<file path="config.mk">
export PLATFORM = sky130hd
export DESIGN_NAME = seg7_scan_flat
export DESIGN_NICKNAME = d
export VERILOG_FILES = /design/src/rtl/seg7_pkg.sv /design/src/rtl/seg7_scan_if.sv /design/src/rtl/seg7_decode.sv /design/src/rtl/seg7_scan.sv /design/src/flat_wrapper.sv
export SDC_FILE = /design/constraint.sdc
export NUM_CORES = 1
export LEC_CHECK = 0
export CAP_MARGIN = 20
export CORE_MARGIN = 2
export CORE_UTILIZATION = 30
export DETAILED_ROUTE_END_ITERATION = 12
export PLACE_DENSITY_LB_ADDON = 0.1
export SLEW_MARGIN = 40
export SYNTH_ARGS = -nofsm -noshare
export SYNTH_HDL_FRONTEND = slang
export SYNTH_HIERARCHICAL = 1
export SYNTH_SLANG_ARGS = --single-unit
export TNS_END_PERCENT = 50
</file>
<file path="constraint.sdc">
create_clock -name clk -period 6.5 [get_ports clk]
set_input_delay 0.975 -clock clk [delete_from_list [all_inputs] [get_ports clk]]
set_output_delay 0.975 -clock clk [all_outputs]
set_load 0.02 [all_outputs]
</file>
<file path="src/rtl/seg7_pkg.sv">
// rtl/seg7_pkg.sv - shared constants, types and helpers for the seven-segment display blocks
// Purpose: active-low segment patterns for hex digits 0-F, all-off constants for
//          anode/segment pins, the register-set struct and the slot-length helper.
// Ports:   none (package).
package seg7_pkg;

  localparam logic [7:0] ANODE_OFF = 8'hFF;
  localparam logic [6:0] SEG_OFF   = 7'h7F;

  // Segment order {g,f,e,d,c,b,a}, 0 = segment lit.
  localparam logic [6:0] SEG_0 = 7'b1000000;
  localparam logic [6:0] SEG_1 = 7'b1111001;
  localparam logic [6:0] SEG_2 = 7'b0100100;
  localparam logic [6:0] SEG_3 = 7'b0110000;
  localparam logic [6:0] SEG_4 = 7'b0011001;
  localparam logic [6:0] SEG_5 = 7'b0010010;
  localparam logic [6:0] SEG_6 = 7'b0000010;
  localparam logic [6:0] SEG_7 = 7'b1111000;
  localparam logic [6:0] SEG_8 = 7'b0000000;
  localparam logic [6:0] SEG_9 = 7'b0010000;
  localparam logic [6:0] SEG_A = 7'b0001000;
  localparam logic [6:0] SEG_B = 7'b0000011;
  localparam logic [6:0] SEG_C = 7'b1000110;
  localparam logic [6:0] SEG_D = 7'b0100001;
  localparam logic [6:0] SEG_E = 7'b0000110;
  localparam logic [6:0] SEG_F = 7'b0001110;

  // One complete display word: eight nibbles plus per-digit dp and enable masks.
  typedef struct packed {
    logic [31:0] data;
    logic [7:0]  dp;
    logic [7:0]  en;
  } disp_word_t;

  // Clock cycles per digit slot, never less than one even for silly rate settings.
  function automatic int unsigned digit_cycles(input int unsigned clk_freq,
                                               input int unsigned scan_hz);
    int unsigned q;
    q = (scan_hz == 0) ? 1 : clk_freq / scan_hz;
    return (q < 1) ? 1 : q;
  endfunction

endpackage

</file>
<file path="src/rtl/seg7_scan_if.sv">
// rtl/seg7_scan_if.sv - word-load bus between the display datapath and the scanner
// Purpose: carries the one-cycle load strobe with its word/masks and returns the
//          pending flag.
// Signals: load (strobe), data_in[31:0], dp_in[7:0], en_in[7:0], pending.
// Modports: master = word producer, slave = seg7_scan.
interface seg7_scan_if;
  logic        load;
  logic [31:0] data_in;
  logic [7:0]  dp_in;
  logic [7:0]  en_in;
  logic        pending;

  modport master (output load, output data_in, output dp_in, output en_in, input pending);
  modport slave  (input load, input data_in, input dp_in, input en_in, output pending);
endinterface

</file>
<file path="src/rtl/seg7_decode.sv">
// rtl/seg7_decode.sv - combinational hex nibble to active-low seven-segment decoder
// Purpose: maps 0-F onto segment patterns {g,f,e,d,c,b,a}, 0 = lit.
// Ports:   nibble[3:0] in, seg[6:0] out.
module seg7_decode
  import seg7_pkg::*;
(
  input  logic [3:0] nibble,
  output logic [6:0] seg
);

  always_comb begin
    seg = SEG_OFF;
    case (nibble)
      4'h0: seg = SEG_0;
      4'h1: seg = SEG_1;
      4'h2: seg = SEG_2;
      4'h3: seg = SEG_3;
      4'h4: seg = SEG_4;
      4'h5: seg = SEG_5;
      4'h6: seg = SEG_6;
      4'h7: seg = SEG_7;
      4'h8: seg = SEG_8;
      4'h9: seg = SEG_9;
      4'hA: seg = SEG_A;
      4'hB: seg = SEG_B;
      4'hC: seg = SEG_C;
      4'hD: seg = SEG_D;
      4'hE: seg = SEG_E;
      4'hF: seg = SEG_F;
      default: seg = SEG_OFF;
    endcase
  end

endmodule

</file>
<file path="src/rtl/seg7_scan.sv">
// rtl/seg7_scan.sv - time-multiplexed driver for an 8-digit common-anode display
// Purpose: scans digits 0..7 one slot at a time, blanking the start of every slot,
//          and swaps in newly loaded words only when digit 7 wraps to digit 0.
// Ports:   clk, rst_n (async, active low); ld (seg7_scan_if.slave: load, data_in,
//          dp_in, en_in, pending); anode[7:0], cathode[6:0], dp (all active low);
//          frame_start (one-cycle pulse on digit 0's first output cycle).
module seg7_scan
  import seg7_pkg::*;
#(
  parameter int unsigned CLK_FREQ     = 100_000_000,
  parameter int unsigned SCAN_HZ      = 1000,
  parameter int unsigned BLANK_CYCLES = 1
) (
  input  logic             clk,
  input  logic             rst_n,
  seg7_scan_if.slave       ld,
  output logic [7:0]       anode,
  output logic [6:0]       cathode,
  output logic             dp,
  output logic             frame_start
);

  localparam int unsigned DIGIT_CYCLES = digit_cycles(CLK_FREQ, SCAN_HZ);
  localparam int unsigned CW           = (DIGIT_CYCLES > 1) ? $clog2(DIGIT_CYCLES) : 1;
  localparam logic [CW-1:0] SLOT_LAST  = CW'(DIGIT_CYCLES - 1);
  localparam logic [CW-1:0] BLANK_SLOT = CW'(BLANK_CYCLES);

  logic [CW-1:0] slot_q, slot_d;
  logic [2:0]    digit_q, digit_d;
  disp_word_t    pend_q, pend_d;
  logic          pend_valid_q, pend_valid_d;
  disp_word_t    disp_q, disp_d;
  logic [7:0]    anode_q, anode_d;
  logic [6:0]    cathode_q, cathode_d;
  logic          dp_q, dp_d;
  logic          frame_start_q, frame_start_d;

  disp_word_t    in_word;
  logic          wrap;
  logic [3:0]    nibble;
  logic [6:0]    seg_dec;

  assign in_word = '{data: ld.data_in, dp: ld.dp_in, en: ld.en_in};
  assign wrap    = (slot_q == SLOT_LAST) && (digit_q == 3'd7);
  assign nibble  = disp_q.data[{digit_q, 2'b00} +: 4];

  seg7_decode u_decode (
    .nibble (nibble),
    .seg    (seg_dec)
  );

  // Scan counters and the two register sets.
  always_comb begin
    slot_d       = slot_q;
    digit_d      = digit_q;
    pend_d       = pend_q;
    pend_valid_d = pend_valid_q;
    disp_d       = disp_q;

    if (slot_q == SLOT_LAST) begin
      slot_d  = '0;
      digit_d = digit_q + 3'd1;
    end else begin
      slot_d = slot_q + CW'(1);
    end

    if (wrap) begin
      // A load arriving on the wrap cycle is newer than anything pending,
      // so it goes straight to the display set.
      if (ld.load) begin
        disp_d       = in_word;
        pend_d       = in_word;
        pend_valid_d = 1'b0;
      end else if (pend_valid_q) begin
        disp_d       = pend_q;
        pend_valid_d = 1'b0;
      end
    end else if (ld.load) begin
      pend_d       = in_word;
      pend_valid_d = 1'b1;
    end
  end

  // Pin values for the current counter state, registered one cycle later.
  always_comb begin
    anode_d       = ANODE_OFF;
    cathode_d     = SEG_OFF;
    dp_d          = 1'b1;
    frame_start_d = (slot_q == '0) && (digit_q == 3'd0);
    if ((slot_q >= BLANK_SLOT) && disp_q.en[digit_q]) begin
      anode_d   = ~(8'd1 << digit_q);
      cathode_d = seg_dec;
      dp_d      = ~disp_q.dp[digit_q];
    end
  end

  always_ff @(posedge clk or negedge rst_n) begin
    if (!rst_n) begin
      slot_q        <= '0;
      digit_q       <= 3'd0;
      pend_q        <= '0;
      pend_valid_q  <= 1'b0;
      disp_q        <= '0;
      anode_q       <= ANODE_OFF;
      cathode_q     <= SEG_OFF;
      dp_q          <= 1'b1;
      frame_start_q <= 1'b0;
    end else begin
      slot_q        <= slot_d;
      digit_q       <= digit_d;
      pend_q        <= pend_d;
      pend_valid_q  <= pend_valid_d;
      disp_q        <= disp_d;
      anode_q       <= anode_d;
      cathode_q     <= cathode_d;
      dp_q          <= dp_d;
      frame_start_q <= frame_start_d;
    end
  end

  assign anode       = anode_q;
  assign cathode     = cathode_q;
  assign dp          = dp_q;
  assign frame_start = frame_start_q;
  assign ld.pending  = pend_valid_q;

endmodule

</file>
<file path="src/flat_wrapper.sv">
// flat-port wrapper written by rule: the top's interface ports become plain ports
module seg7_scan_flat import seg7_pkg::*;
#(
  parameter int unsigned CLK_FREQ     = 100_000_000,
  parameter int unsigned SCAN_HZ      = 1000,
  parameter int unsigned BLANK_CYCLES = 1
)
  (clk, rst_n, anode, cathode, dp, frame_start, ld_load, ld_data_in, ld_dp_in, ld_en_in, ld_pending);
  seg7_scan_if ld_i ();
  input  logic clk;
  input  logic rst_n;
  output logic [7:0] anode;
  output logic [6:0] cathode;
  output logic dp;
  output logic frame_start;
  input wire logic [$bits(ld_i.load)-1:0] ld_load;
  input wire logic [$bits(ld_i.data_in)-1:0] ld_data_in;
  input wire logic [$bits(ld_i.dp_in)-1:0] ld_dp_in;
  input wire logic [$bits(ld_i.en_in)-1:0] ld_en_in;
  output wire logic [$bits(ld_i.pending)-1:0] ld_pending;
  assign ld_i.load = ld_load;
  assign ld_i.data_in = ld_data_in;
  assign ld_i.dp_in = ld_dp_in;
  assign ld_i.en_in = ld_en_in;
  assign ld_pending = ld_i.pending;
  seg7_scan #(.CLK_FREQ(CLK_FREQ), .SCAN_HZ(SCAN_HZ), .BLANK_CYCLES(BLANK_CYCLES)) u_core (.clk(clk), .rst_n(rst_n), .ld(ld_i), .anode(anode), .cathode(cathode), .dp(dp), .frame_start(frame_start));
endmodule
</file>
# Yosys cells after proc, flatten, opt, wreduce, memory -nomap -nowiden

Memory sizes are Yosys's and may differ from the RTL's.
Cells that the tools add are included.

Register bits after elaboration: 134
Latch bits: 0
RAM bits: 0
ROM bits: 112
Input bits: 51
Output and inout port bits: 18
Word-level logic and storage cells: 44
Memories kept: 1

Memories:

| memory          | depth | width | rd ports | clocked after Yosys merged registers in | write ports | RTL line          | text |
|---|---|---|---|---|---|---|---|
| (no name shown) | 16    | 7     | 1        | 0                                       | 0           | seg7_decode.sv:13 | `case (nibble)` |

$add $sub $neg: 2
Multipliers: 0
Divide/modulo/power cells: 0
Magnitude comparators: 2
Eq/ne operators: 2
Shift-type cells: 2
Mux-type cells: 12
Bitwise gates (word level): 2
Reduce and logical (&&, ||, !) cells: 8

Operator list:

| operator                | count |
|---|---|
| $mux W48                | 2 |
| $shiftx A32 B6 Y4       | 1 |
| $add A17 B1 Y17 const B | 1 |
| $eq A17 B17 Y1 const B  | 1 |
| $ge A17 B1 Y1 const B   | 1 |
| $logic_not A17 Y1       | 1 |
| $mux W17                | 1 |
| $mux W8                 | 1 |
| $not A8 Y8              | 1 |
| $shl A1 B3 Y8 const A   | 1 |
| $mux W7                 | 1 |
| $bmux W1 S3             | 2 |
| $mux W1                 | 5 |
| $lt A3 B4 Y1 const B    | 1 |
| $reduce_bool A2 Y1      | 2 |
| $add A3 B1 Y3 const B   | 1 |
| $eq A3 B3 Y1 const B    | 1 |
| $logic_and A1 B1 Y1     | 3 |
| $logic_not A3 Y1        | 1 |
| $reduce_and A2 Y1       | 1 |
| $not A1 Y1              | 1 |

# Logic depth before layout (Yosys ltp)

Gate-level depths: netlist (run 1).

Depth in word-level cells: 4
Gate-level depth with buffers: 10
Gate-level depth less buffers: 9

# Cells and area by module

The synthesis (run 1) kept the hierarchy.

By module, submodules not included:

| module      | instances | cells an instance | area each (µm²) | sequential area each (µm²) |
|---|---|---|---|---|
| seg7_scan   | 1         | 379               | 5584.1          | 3373.2 |
| seg7_decode | 1         | 35                | 247.7           | 0.0 |

# Least setup slack after synthesis (run 1)

OpenSTA, ideal clock, no wires.

Path kind: register to register
From: register u_core.digit_q[0]
To: register u_core.cathode_q[3], in the netlist u_core/cathode[3]
Setup time: 0.084 ns
Data arrival time: 2.437 ns
Data required time: 6.416 ns
Setup slack: 3.979 ns
Cell stages (with the launch flop): 10
Buffers on the path: 1
Period minus slack after synthesis: 2.521 ns
Cell sequence: dfrtp_1 -> buf_2 -> mux4_2 -> nand2_1 -> nand2_1 -> ha_1 -> or2_2 -> a21oi_1 -> a31oi_1 -> or2_2

Elaborated cells on any way between the ends: 6
Those cells by class: shift (1); mux (3); reduce/logical (1); memory (1)

RTL lines:

| element                  | RTL line         | text |
|---|---|---|
| start: declaration       | seg7_scan.sv:29  | `logic [2:0] digit_q, digit_d;` |
| start signal: assignment | seg7_scan.sv:110 | `digit_q <= digit_d;` |
| $shiftx A32 B6 Y4        | seg7_scan.sv:45  | `assign nibble = disp_q.data[{digit_q, 2'b00} +: 4];` |
| via u_core.nibble[0]     | seg7_scan.sv:40  | `logic [3:0] nibble;` |
| $mem_v2 Z16 W7           | n/a              |  |
| via u_core.seg_dec[3]    | seg7_scan.sv:41  | `logic [6:0] seg_dec;` |
| $mux W7                  | seg7_scan.sv:90  | `if ((slot_q >= BLANK_SLOT) && disp_q.en[digit_q]) begin` |
| via u_core.cathode_d[3]  | seg7_scan.sv:34  | `logic [6:0] cathode_q, cathode_d;` |
| end signal: assignment   | seg7_scan.sv:115 | `cathode_q <= cathode_d;` |
| end: declaration         | seg7_scan.sv:34  |  |

The timed path passes the listed nets, and every way through them passes these cells. The select of a mux whose other input is x is not followed.
A chain may end at the register's enable or synchronous reset.

# Worst setup path in the final report (run 1)

From: register u_core.digit_q[1]
To: register u_core/disp_q[23] (netlist name)

Word-level cells in the longest chain between the ends: 3

RTL lines:

| element                     | RTL line         | text |
|---|---|---|
| $eq A3 B3 Y1                | seg7_scan.sv:44  | `assign wrap = (slot_q == SLOT_LAST) && (digit_q == 3'd7);` |
| $logic_and A1 B1 Y1         | seg7_scan.sv:44  |  |
| $reduce_and A2 Y1 (no line) | n/a              |  |
| end signal: assignment      | seg7_scan.sv:113 | `disp_q <= disp_d;` |
| end: declaration            | seg7_scan.sv:32  | `disp_word_t disp_q, disp_d;` |

Every way passes these cells.

==> results of run 1 <==
[critical path, cell delays in order, from the launching register on]
cell and delay [ps]:
dfrtp_1 830, ha_1 300, ha_1 170, inv_1 80, nor4_4 260, buf_4 570, mux2_2 400
[state kept, by name, summed over array words and instances, names as in the netlist]
name	count
u_core/anode	8
u_core/cathode	7
u_core/digit_q	3
u_core/disp_q	48
u_core/dp	1
u_core/frame_start	1
u_core/ld.pending	1
u_core/pend_q	48
u_core/slot_q	17
[power breakdown]
part           switching [W]  internal (W)  total (W)
sequential         0.0000122      0.000879   0.000891
combinational      0.0000590     0.0000734   0.000132
clock               0.000357      0.000623   0.000979
total               0.000428       0.00158    0.00200
[final timing paths]
check | from | end | slack, ps
hold / removal | u_core/disp_q[34] | u_core/disp_q[34] | 480
min in group asynchronous | rst_n | u_core/pend_q[13] | 540
setup / recovery | u_core/digit_q[1] | u_core/disp_q[23] | 3750
max in group asynchronous | rst_n | u_core/pend_q[16] | 4930
setup reg to reg | u_core/digit_q[1] | u_core/disp_q[23] | 3750
hold reg to reg | u_core/disp_q[34] | u_core/disp_q[34] | 480
[cells in the mapped netlist, types with 2 or more instances]
cell type / number
mux2_2: 78
and4_1: 2
o22ai_1: 2
mux2_1: 20
nand3_1: 4
a21oi_1: 5
mux4_2: 12
mux2i_1: 2
xor2_1: 4
dfstp_2: 16
nor2_1: 14
nand4_1: 6
buf_2: 5
o21ai_0: 3
xnor2_1: 11
buf_4: 2
nor4_1: 4
nand2_1: 35
or2_2: 10
inv_1: 10
o21ai_1: 2
dfrtp_1: 118
buf_1: 4
nor3_1: 3
clkbuf_1: 2
ha_1: 16
buf_6: 4
[metal layers]
layer	vias to the layer above	track usage, %	wire length [µm]
li1	1602	-	-
met3	13	4.27	457
met4	0	4.49	167
met2	65	19.8	5390
met1	1695	15.8	5370
met5	-	0	0
[cell families (layout without fill, tap and decap cells)]
| family | Yosys count | in the layout | share of synthesized area (%) |
|---|---|---|---|
| xor gates and xnor gates | 15 | 15 | 2.25 |
| AOI/OAI and AO/OA | 20 | 20 | 2.10 |
| adders and majority gates | 16 | 16 | 3.43 |
| buffers and inverters | 28 | 113 | 2.55 |
| muxes | 112 | 112 | 23.9 |
| and+or+nand+nor | 89 | 89 | 7.92 |
| DFF | 134 | 134 | 57.8 |
[cell type report]
cell class | instances | area, µm² | share of cell area [%]
tap | 260 | 325 | 4.42
inverter | 11 | 41.3 | 0.561
sequential | 134 | 3370 | 45.8
clock inverter | 11 | 150 | 2.04
timing repair buffer | 71 | 703 | 9.55
multi-input combinational | 252 | 2310 | 31.4
clock buffer | 20 | 457 | 6.20
[metrics by stage]
| stage | hold slack, ps | cells | instance area [µm²] |
|---|---|---|---|
| final | 481 | 759 | 7360 |
| after global routing | 509 | 759 | 7360 |
| after CTS | 487 | 759 | 7360 |
| after detailed placement | 473 | 728 | 6750 |
| after global placement | 464 | 728 | 6750 |
| after floorplan | 452 | 414 | 5830 |
==> results.py, run 1 <==
metrics = {
    "grt": {
        "grt_max_degree": 69,
        "gr-total-overflow": 0,
        "grt_pass1_vias": 3792,
        "grtUsageTotal_pct": 12.4,
        "grt_pass1_wl_um": 19400,
        "antenna_found_initial": 0,
    },
    "clocking": {
        "cts_buffer_depth": 2,
        "ctsHoldBuffers": 0,
        "numCtsBuffers": 17,
        "post_cts_resized": 0,
        "clock_latency_ps": 420,
        "tritoncts": "done",
        "cts-root-buf": "clkbuf_16",
        "cts.htree.levels": 4,
        "cts_sinks": 134,
        "cts_setup_buffers": 0,
        "clkTransAtPathRegs_ps": 60,
    },
    "floorplanning": {
        "rows": 50,
        "die_y_um": 143,
        "ioPinCount": 69,
        "start_util_pct": 30.9,
        "core_area_mm2": 0.0189,
        "die_x_um": 143,
        "dieArea_mm2": 0.0206,
    },
    "finish": {
        "layout_common_cells": "117 x dfrtp_1, 78 x mux2_2, 66 x clkdlybuf4s50_1",
        "nFillCells": 1839,
        "syn2layout_area_growth_pct": 26.3,
        "final_nets": 554,
        "antenna_cells": 0,
        "final_layout_size_suffix_gt1_share_pct": 31.5,
        "layout.cells.most_common": "dfrtp_1",
        "final_util_pct": 39.0,
    },
    "setup_path": {
        "crit_arrival_ps": 3050,
        "cp.required_ps": 6800,
        "ff2ff_path_depth": 6,
        "critPathMaxFanout": 48,
        "worstSetupPathType": "flip-flop to flip-flop",
        "startpoint_type": "flip-flop",
        "cp-end-kind": "flip-flop",
    },
    "sta": {
        "finalCritPeriodShare_pct": 42.3,
        "post-route-min-period_ps": 2750,
        "slew_violations": 0,
        "setup_viol": 0,
        "maxSlewHeadroom_pct": 49.4,
        "finalWorstSetupSlack_ps": 3750,
        "finalClockSkew_ps": 9.36,
        "fin_tns_setup_ps": 0,
        "finalHoldViolCount": 0,
        "tightest_slew_ps": 759,
        "rsz0062_at_grt": "no",
        "fmax_mhz": 363,
    },
    "placement": {
        "port_buffers": 68,
        "gp_congestion": 0.819,
        "place_ws_ps": 3370,
        "place_hpwl_um": 7640,
    },
    "status": {
        "outcome": "complete, no violations",
    },
    "routing": {
        "vias": 3375,
        "routed_wirelength_um": 11400,
        "drcViolationCount": 0,
        "drt-pass1-iter-count": 4,
        "routedWlPerCell_um": 15.0,
        "drt-vias-per-instance": 4.45,
        "first_iter_violations": 224,
        "antenna_left": 0,
    },
    "logic_synthesis": {
        "synth-warning-count": 6,
        "ys.flop_type": "dfrtp_1",
        "syn_area_mm2": 0.00583,
        "netlist-cell-type-count": 47,
        "yosys_register_bits": 134,
        "async_reset_ff_share_pct": 100,
        "synth_top_area_cell": "dfrtp_1",
        "yosysSeqAreaShare_pct": 57.8,
        "synth_edf_count": 0,
        "synth_top_area_share_pct": 50.6,
        "syn-num-nets": 481,
        "ys_top_cells_by_area": "dfrtp_1 51%, mux2_2 15%, dfstp_2 7.2%, mux4_2 4.6%, mux2_1 3.9%",
        "avgSynthCellArea_um2": 14.1,
        "syn_inst": 414,
    },
    "job": {
        "max_cap_viol_count": 0,
    },
    "power": {
        "p_per_area_mw_per_mm2": 272,
        "p_leak_nw": 3.12,
        "vdd_drop_max_mv": 0.176,
        "power_w": 0.00200,
    },
    "worst_hold_path": {
        "hp-class": "flip-flop to flip-flop",
        "holdPathStages": 1,
    },
}
(Power assumes the default switching activity.)
==> run 2: changes to the inputs <==
==> constraint.sdc (replaced) <==
create_clock -name clk -period 2.5 [get_ports clk]
set_input_delay 0.375 -clock clk [delete_from_list [all_inputs] [get_ports clk]]
set_output_delay 0.375 -clock clk [all_outputs]
set_load 0.02 [all_outputs]
==> run 2 against run 1 <==
  * First-iteration DRC count shrank 10%
  * Total power grew to 2.6 times the previous value
  * Sequential share of layout area shrank 0.75 points
  * Critical endpoint is now u_core/cathode[3]
  * Largest power group unchanged
==> results.py, run 2 (synthesis gave the netlist of run 1 again) <==
metrics = {
    "routing": {
        "drt-pass1-iter-count": 4,
        "routed_wirelength_um": 11700,
        "drt-vias-per-instance": 4.45,
        "drcViolationCount": 0,
        "routedWlPerCell_um": 15.1,
        "vias": 3445,
        "first_iter_violations": 201,
        "antenna_left": 0,
    },
    "setup_path": {
        "crit_arrival_ps": 2670,
        "startpoint_type": "flip-flop",
        "cp-end-kind": "flip-flop",
        "critPathMaxFanout": 8,
        "cp.required_ps": 2840,
        "worstSetupPathType": "flip-flop to flip-flop",
    },
    "clocking": {
        "cts-root-buf": "clkbuf_16",
        "cts.htree.levels": 4,
        "clock_latency_ps": 420,
        "clkTransAtPathRegs_ps": 50,
        "numCtsBuffers": 17,
        "cts_sinks": 134,
        "tritoncts": "done",
        "cts_buffer_depth": 2,
    },
    "placement": {
        "place_hpwl_um": 8190,
        "dpl_cell_area_mm2": 0.00687,
        "gp_congestion": 0.851,
        "dp.cells": 738,
        "port_buffers": 68,
    },
    "finish": {
        "layout.cells.most_common": "dfrtp_1",
        "reg_top3": "u_core/disp_q (48), u_core/pend_q (48), u_core/slot_q (17)",
        "syn2layout_area_growth_pct": 28.4,
        "final_util_pct": 39.6,
        "final_layout_size_suffix_gt1_share_pct": 32.9,
        "final_nets": 568,
        "instances_no_fill": 774,
        "antenna_cells": 0,
        "layout_common_cells": "116 x dfrtp_1, 78 x mux2_2, 66 x clkdlybuf4s50_1",
        "finalInstanceArea_mm2": 0.00749,
    },
    "power": {
        "p_leak_nw": 3.19,
        "p_per_area_mw_per_mm2": 684,
        "vdd_drop_max_mv": 0.471,
    },
    "sta": {
        "setup_viol": 0,
        "finalHoldViolCount": 0,
        "tightest_slew_ps": 594,
        "finalCritPeriodShare_pct": 93.2,
        "post-route-min-period_ps": 2330,
        "rsz0062_at_grt": "no",
        "slew_violations": 0,
        "maxSlewHeadroom_pct": 60.4,
        "fin_tns_setup_ps": 0,
        "fmax_mhz": 429,
        "finalClockSkew_ps": 13.5,
    },
    "grt": {
        "grtUsageTotal_pct": 12.6,
        "grt_pass1_vias": 3708,
        "grtUsageMet2_pct": 19.1,
        "grt_util_met1_pct": 17.5,
        "gr-total-overflow": 0,
        "grt_pass1_wl_um": 19700,
        "busiest_layer": "met2",
        "grt_max_degree": 54,
        "use_met3_pct": 3.03,
        "antenna_found_initial": 0,
    },
    "floorplanning": {
        "start_util_pct": 30.9,
        "rows": 50,
        "die_x_um": 143,
        "core_area_mm2": 0.0189,
        "ioPinCount": 69,
        "die_y_um": 143,
        "dieArea_mm2": 0.0206,
    },
    "status": {
        "outcome": "complete, no violations",
    },
    "worst_hold_path": {
        "hp-class": "input pin to flip-flop",
    },
    "job": {
        "max_cap_viol_count": 0,
    },
}
## run 2: cell count changes in the layout (fill, tap and decap cells not counted), sizes merged
cell / delta
buf: +13
clkbuf: +4
bufinv: -1
clkinv: -1
dlygate4sd3: +1
inv: -1
## run 2: metal layers
metal / vias to the layer above / routed length, µm
li1: 1636 / -
met1: 1720 / 5720
met2: 73 / 5320
met3: 16 / 460
met4: 0 / 209
met5: - / 0
## run 2: final timing paths
kind,startpoint,to,slack (ps),cells past startpoint
setup / recovery,u_core/digit_q[0],u_core/cathode[3],170,9
hold / removal,ld_load,u_core/pend_q[10],430,2
setup reg to reg,u_core/digit_q[0],u_core/cathode[3],170,9
hold reg to reg,u_core/disp_q[30],u_core/disp_q[30],480,1
max in group asynchronous,rst_n,u_core/digit_q[0],1290,3
min in group asynchronous,rst_n,u_core/pend_q[5],510,2
## run 2: per-stage QoR
step / total power (W) / setup slack [ps] / hold slack, ps
2_1_floorplan: 0.00252 / 66.3 / 79.4
3_5_place_dp: 0.00272 / -10.5 / 428
3_3_place_gp: 0.00271 / 51.2 / 422
5_1_grt: 0.00536 / 34.5 / 444
4_1_cts: 0.00521 / 49.5 / 428
6_report: 0.00512 / 170 / 431
## run 2: final cells by class
| cell class | instances | area [µm²] |
|---|---|---|
| Sequential cell | 134 | 3380 |
| Clock buffer | 24 | 482 |
| Inverter | 11 | 41.3 |
| Multi-Input combinational cell | 252 | 2310 |
| Clock inverter | 8 | 98.8 |
| Tap cell | 260 | 325 |
| Fill cell | 1831 | 11400 |
| Timing Repair Buffer | 85 | 853 |
## run 2: repair_timing
action,CTS,global route
hold endpoints to repair,19,0
gates resized for setup,1,2
endpoints found under the setup margin,1,48
setup buffers,0,3
hold buffers,1,0
## run 2: critical path, cell delays in order (launching register included)
cell     delay [ps]
dfrtp_2         480
buf_4           150
buf_4           120
mux4_2          500
nand2_1          80
nand2_1          80
or2_2           310
a21oi_1         170
a31oi_1          60
or2_2           310
## run 2: power breakdown
part	leakage (nW)	switching [W]	internal [W]
registers	1.66	0.0000350	0.00229
logic	1.25	0.000152	0.000199
clock network	0.280	0.000905	0.00154
total	3.19	0.00109	0.00403
==> run 3: changes to the inputs <==
--- a/config.mk
+++ b/config.mk
@@ -9,6 +9,7 @@
 export CORE_MARGIN = 2
 export CORE_UTILIZATION = 30
 export DETAILED_ROUTE_END_ITERATION = 12
+export MAX_ROUTING_LAYER = met4
 export PLACE_DENSITY_LB_ADDON = 0.1
 export SLEW_MARGIN = 40
 export SYNTH_ARGS = -nofsm -noshare
==> run 3 against run 2 <==
  * Final cell count stayed put
  * Critical path depth stayed put
  * Maximum frequency hardly changed
  * Via count is 0.20% lower
  * Die area stayed put
  * Clock skew is 1.1 ps lower
  * Sequential cell count stayed put
  * Sequential share of layout area stayed put
  * Critical endpoint unchanged
  * Largest cell class unchanged
==> results.py, run 3 (synthesis gave the netlist of run 1 again) <==
metrics = {
    "setup_path": {
        "cpLargestDelayFamily": "simple AND/OR/NAND/NOR gates",
        "worstSetupPathType": "flip-flop to flip-flop",
        "cp.buffers_inverters": 2,
        "r2r_slack_ps": 170,
        "cp.required_ps": 2840,
        "startpoint_type": "flip-flop",
        "cp.depth": 9,
        "critPathMaxFanout": 8,
        "r2r_start": "u_core/digit_q[0]",
        "crit_start": "u_core/digit_q[0]",
        "ff2ff_path_depth": 9,
        "crit_arrival_ps": 2670,
        "max_stage_delay_ps": 500,
        "cpMaxStageDelayCell": "mux4_2",
        "r2r-end": "u_core/cathode[3]",
        "crit_chain": "buf_4 -> buf_4 -> mux4_2 -> nand2_1 -> nand2_1 -> or2_2 -> a21oi_1 -> a31oi_1 -> or2_2",
        "cp-end-kind": "flip-flop",
    },
    "grt": {
        "gr-total-overflow": 0,
        "grt_max_degree": 54,
        "grt_pass1_wl_um": 19700,
        "antenna_found_initial": 0,
        "grtUsageTotal_pct": 13.0,
        "grt_pass1_vias": 3706,
    },
    "finish": {
        "antenna_cells": 0,
        "final_layout_size_suffix_gt1_share_pct": 32.9,
        "layout_common_cells": "116 x dfrtp_1, 78 x mux2_2, 66 x clkdlybuf4s50_1",
        "reg_top3": "u_core/disp_q (48), u_core/pend_q (48), u_core/slot_q (17)",
        "final_nets": 568,
        "finalInstanceArea_mm2": 0.00749,
        "layout.cells.most_common": "dfrtp_1",
        "syn2layout_area_growth_pct": 28.4,
    },
    "floorplanning": {
        "die_x_um": 143,
        "core_area_mm2": 0.0189,
        "ioPinCount": 69,
        "rows": 50,
        "dieArea_mm2": 0.0206,
        "start_util_pct": 30.9,
        "die_y_um": 143,
    },
    "sta": {
        "rsz0062_at_grt": "no",
        "finalClockSkew_ps": 12.5,
        "maxSlewHeadroom_pct": 60.2,
        "finalHoldViolCount": 0,
        "finalCritPeriodShare_pct": 93.2,
        "slew_violations": 0,
        "tightest_slew_ps": 596,
        "setup_viol": 0,
        "finalWorstSetupSlack_ps": 170,
        "post-route-min-period_ps": 2330,
        "fmax_mhz": 429,
    },
    "power": {
        "power_w": 0.00513,
        "p_per_area_mw_per_mm2": 684,
        "p_leak_nw": 3.19,
        "vdd_drop_max_mv": 0.469,
    },
    "routing": {
        "drt-vias-per-instance": 4.44,
        "vias": 3438,
        "drt-pass1-iter-count": 4,
        "routedWlPerCell_um": 15.2,
        "antenna_left": 0,
        "first_iter_violations": 162,
        "drcViolationCount": 0,
        "routed_wirelength_um": 11800,
    },
    "clocking": {
        "tritoncts": "done",
        "cts-root-buf": "clkbuf_16",
        "clkTransAtPathRegs_ps": 50,
        "cts_buffer_depth": 2,
        "cts.htree.levels": 4,
        "numCtsBuffers": 17,
        "clock_latency_ps": 420,
        "cts_sinks": 134,
    },
    "worst_hold_path": {
        "hold_end": "u_core/pend_q[10]",
        "holdPathStages": 2,
        "hold_start": "ld_load",
        "hp-class": "input pin to flip-flop",
    },
    "placement": {
        "place_ws_ps": -10.5,
        "place_hpwl_um": 8190,
        "port_buffers": 68,
        "dpl_cell_area_mm2": 0.00687,
        "gp_congestion": 0.865,
    },
    "status": {
        "outcome": "complete, no violations",
    },
    "job": {
        "max_cap_viol_count": 0,
    },
}
[run 3: layout make-up]
class / count / area (µm²)
fillers: 1831 / 11400
flip-flops and latches: 134 / 3380
multi-input cells: 252 / 2310
repair buffers: 85 / 853
clock buffers: 24 / 482
well taps: 260 / 325
clock inverters: 8 / 98.8
inverters: 11 / 41.3
[run 3: worst max-delay path by stage]
stage,end
floorplan,u_core/cathode[3]
global placement,u_core/disp_q[9]
detailed placement,u_core/cathode[3]
CTS,u_core/disp_q[8]
global route,u_core/cathode[3]
finish,u_core/cathode[3]
[run 3: worst reg2reg max path, cell delays in order, from the launching register on]
cell and delay (ps):
dfrtp_2 480, buf_4 150, buf_4 120, mux4_2 500, nand2_1 80, nand2_1 80, or2_2 310, a21oi_1 170
a31oi_1 60, or2_2 310
[run 3: where the power goes]
group	switching, W	internal [W]
Combinational	0.000153	0.000199
Sequential	0.0000350	0.00229
Clock	0.000909	0.00154
Total	0.00110	0.00403
[run 3: what timing repair did]
item,CTS,global route
setup endpoints to repair,1,48
buffers inserted,0,3
gates resized for setup,1,2
hold buffers,1,0
endpoints found under the hold margin,19,0
[run 3: stage by stage]
| stage | setup TNS (ps) | hold slack (ps) | std cells | utilization [%] |
|---|---|---|---|---|
| floorplan | 0 | 79.4 | 414 | - |
| global placement | 0 | 422 | 738 | 36.4 |
| detailed placement | -10.5 | 428 | 738 | 36.4 |
| CTS | 0 | 428 | 771 | 39.5 |
| global route | 0 | 443 | 774 | 39.6 |
| finish | 0 | 435 | 774 | 39.6 |
[run 3: metal layers]
| layer | up-vias | part of all wire [%] | track usage [%] |
|---|---|---|---|
| met1 | 1719 | 49 | 17.6 |
| met2 | 70 | 45 | 19.0 |
| met3 | 11 | 3.7 | 2.87 |
| met4 | 0 | 1.6 | 5.11 |
| met5 | - | 0 | - |
| li1 | 1638 | - | - |
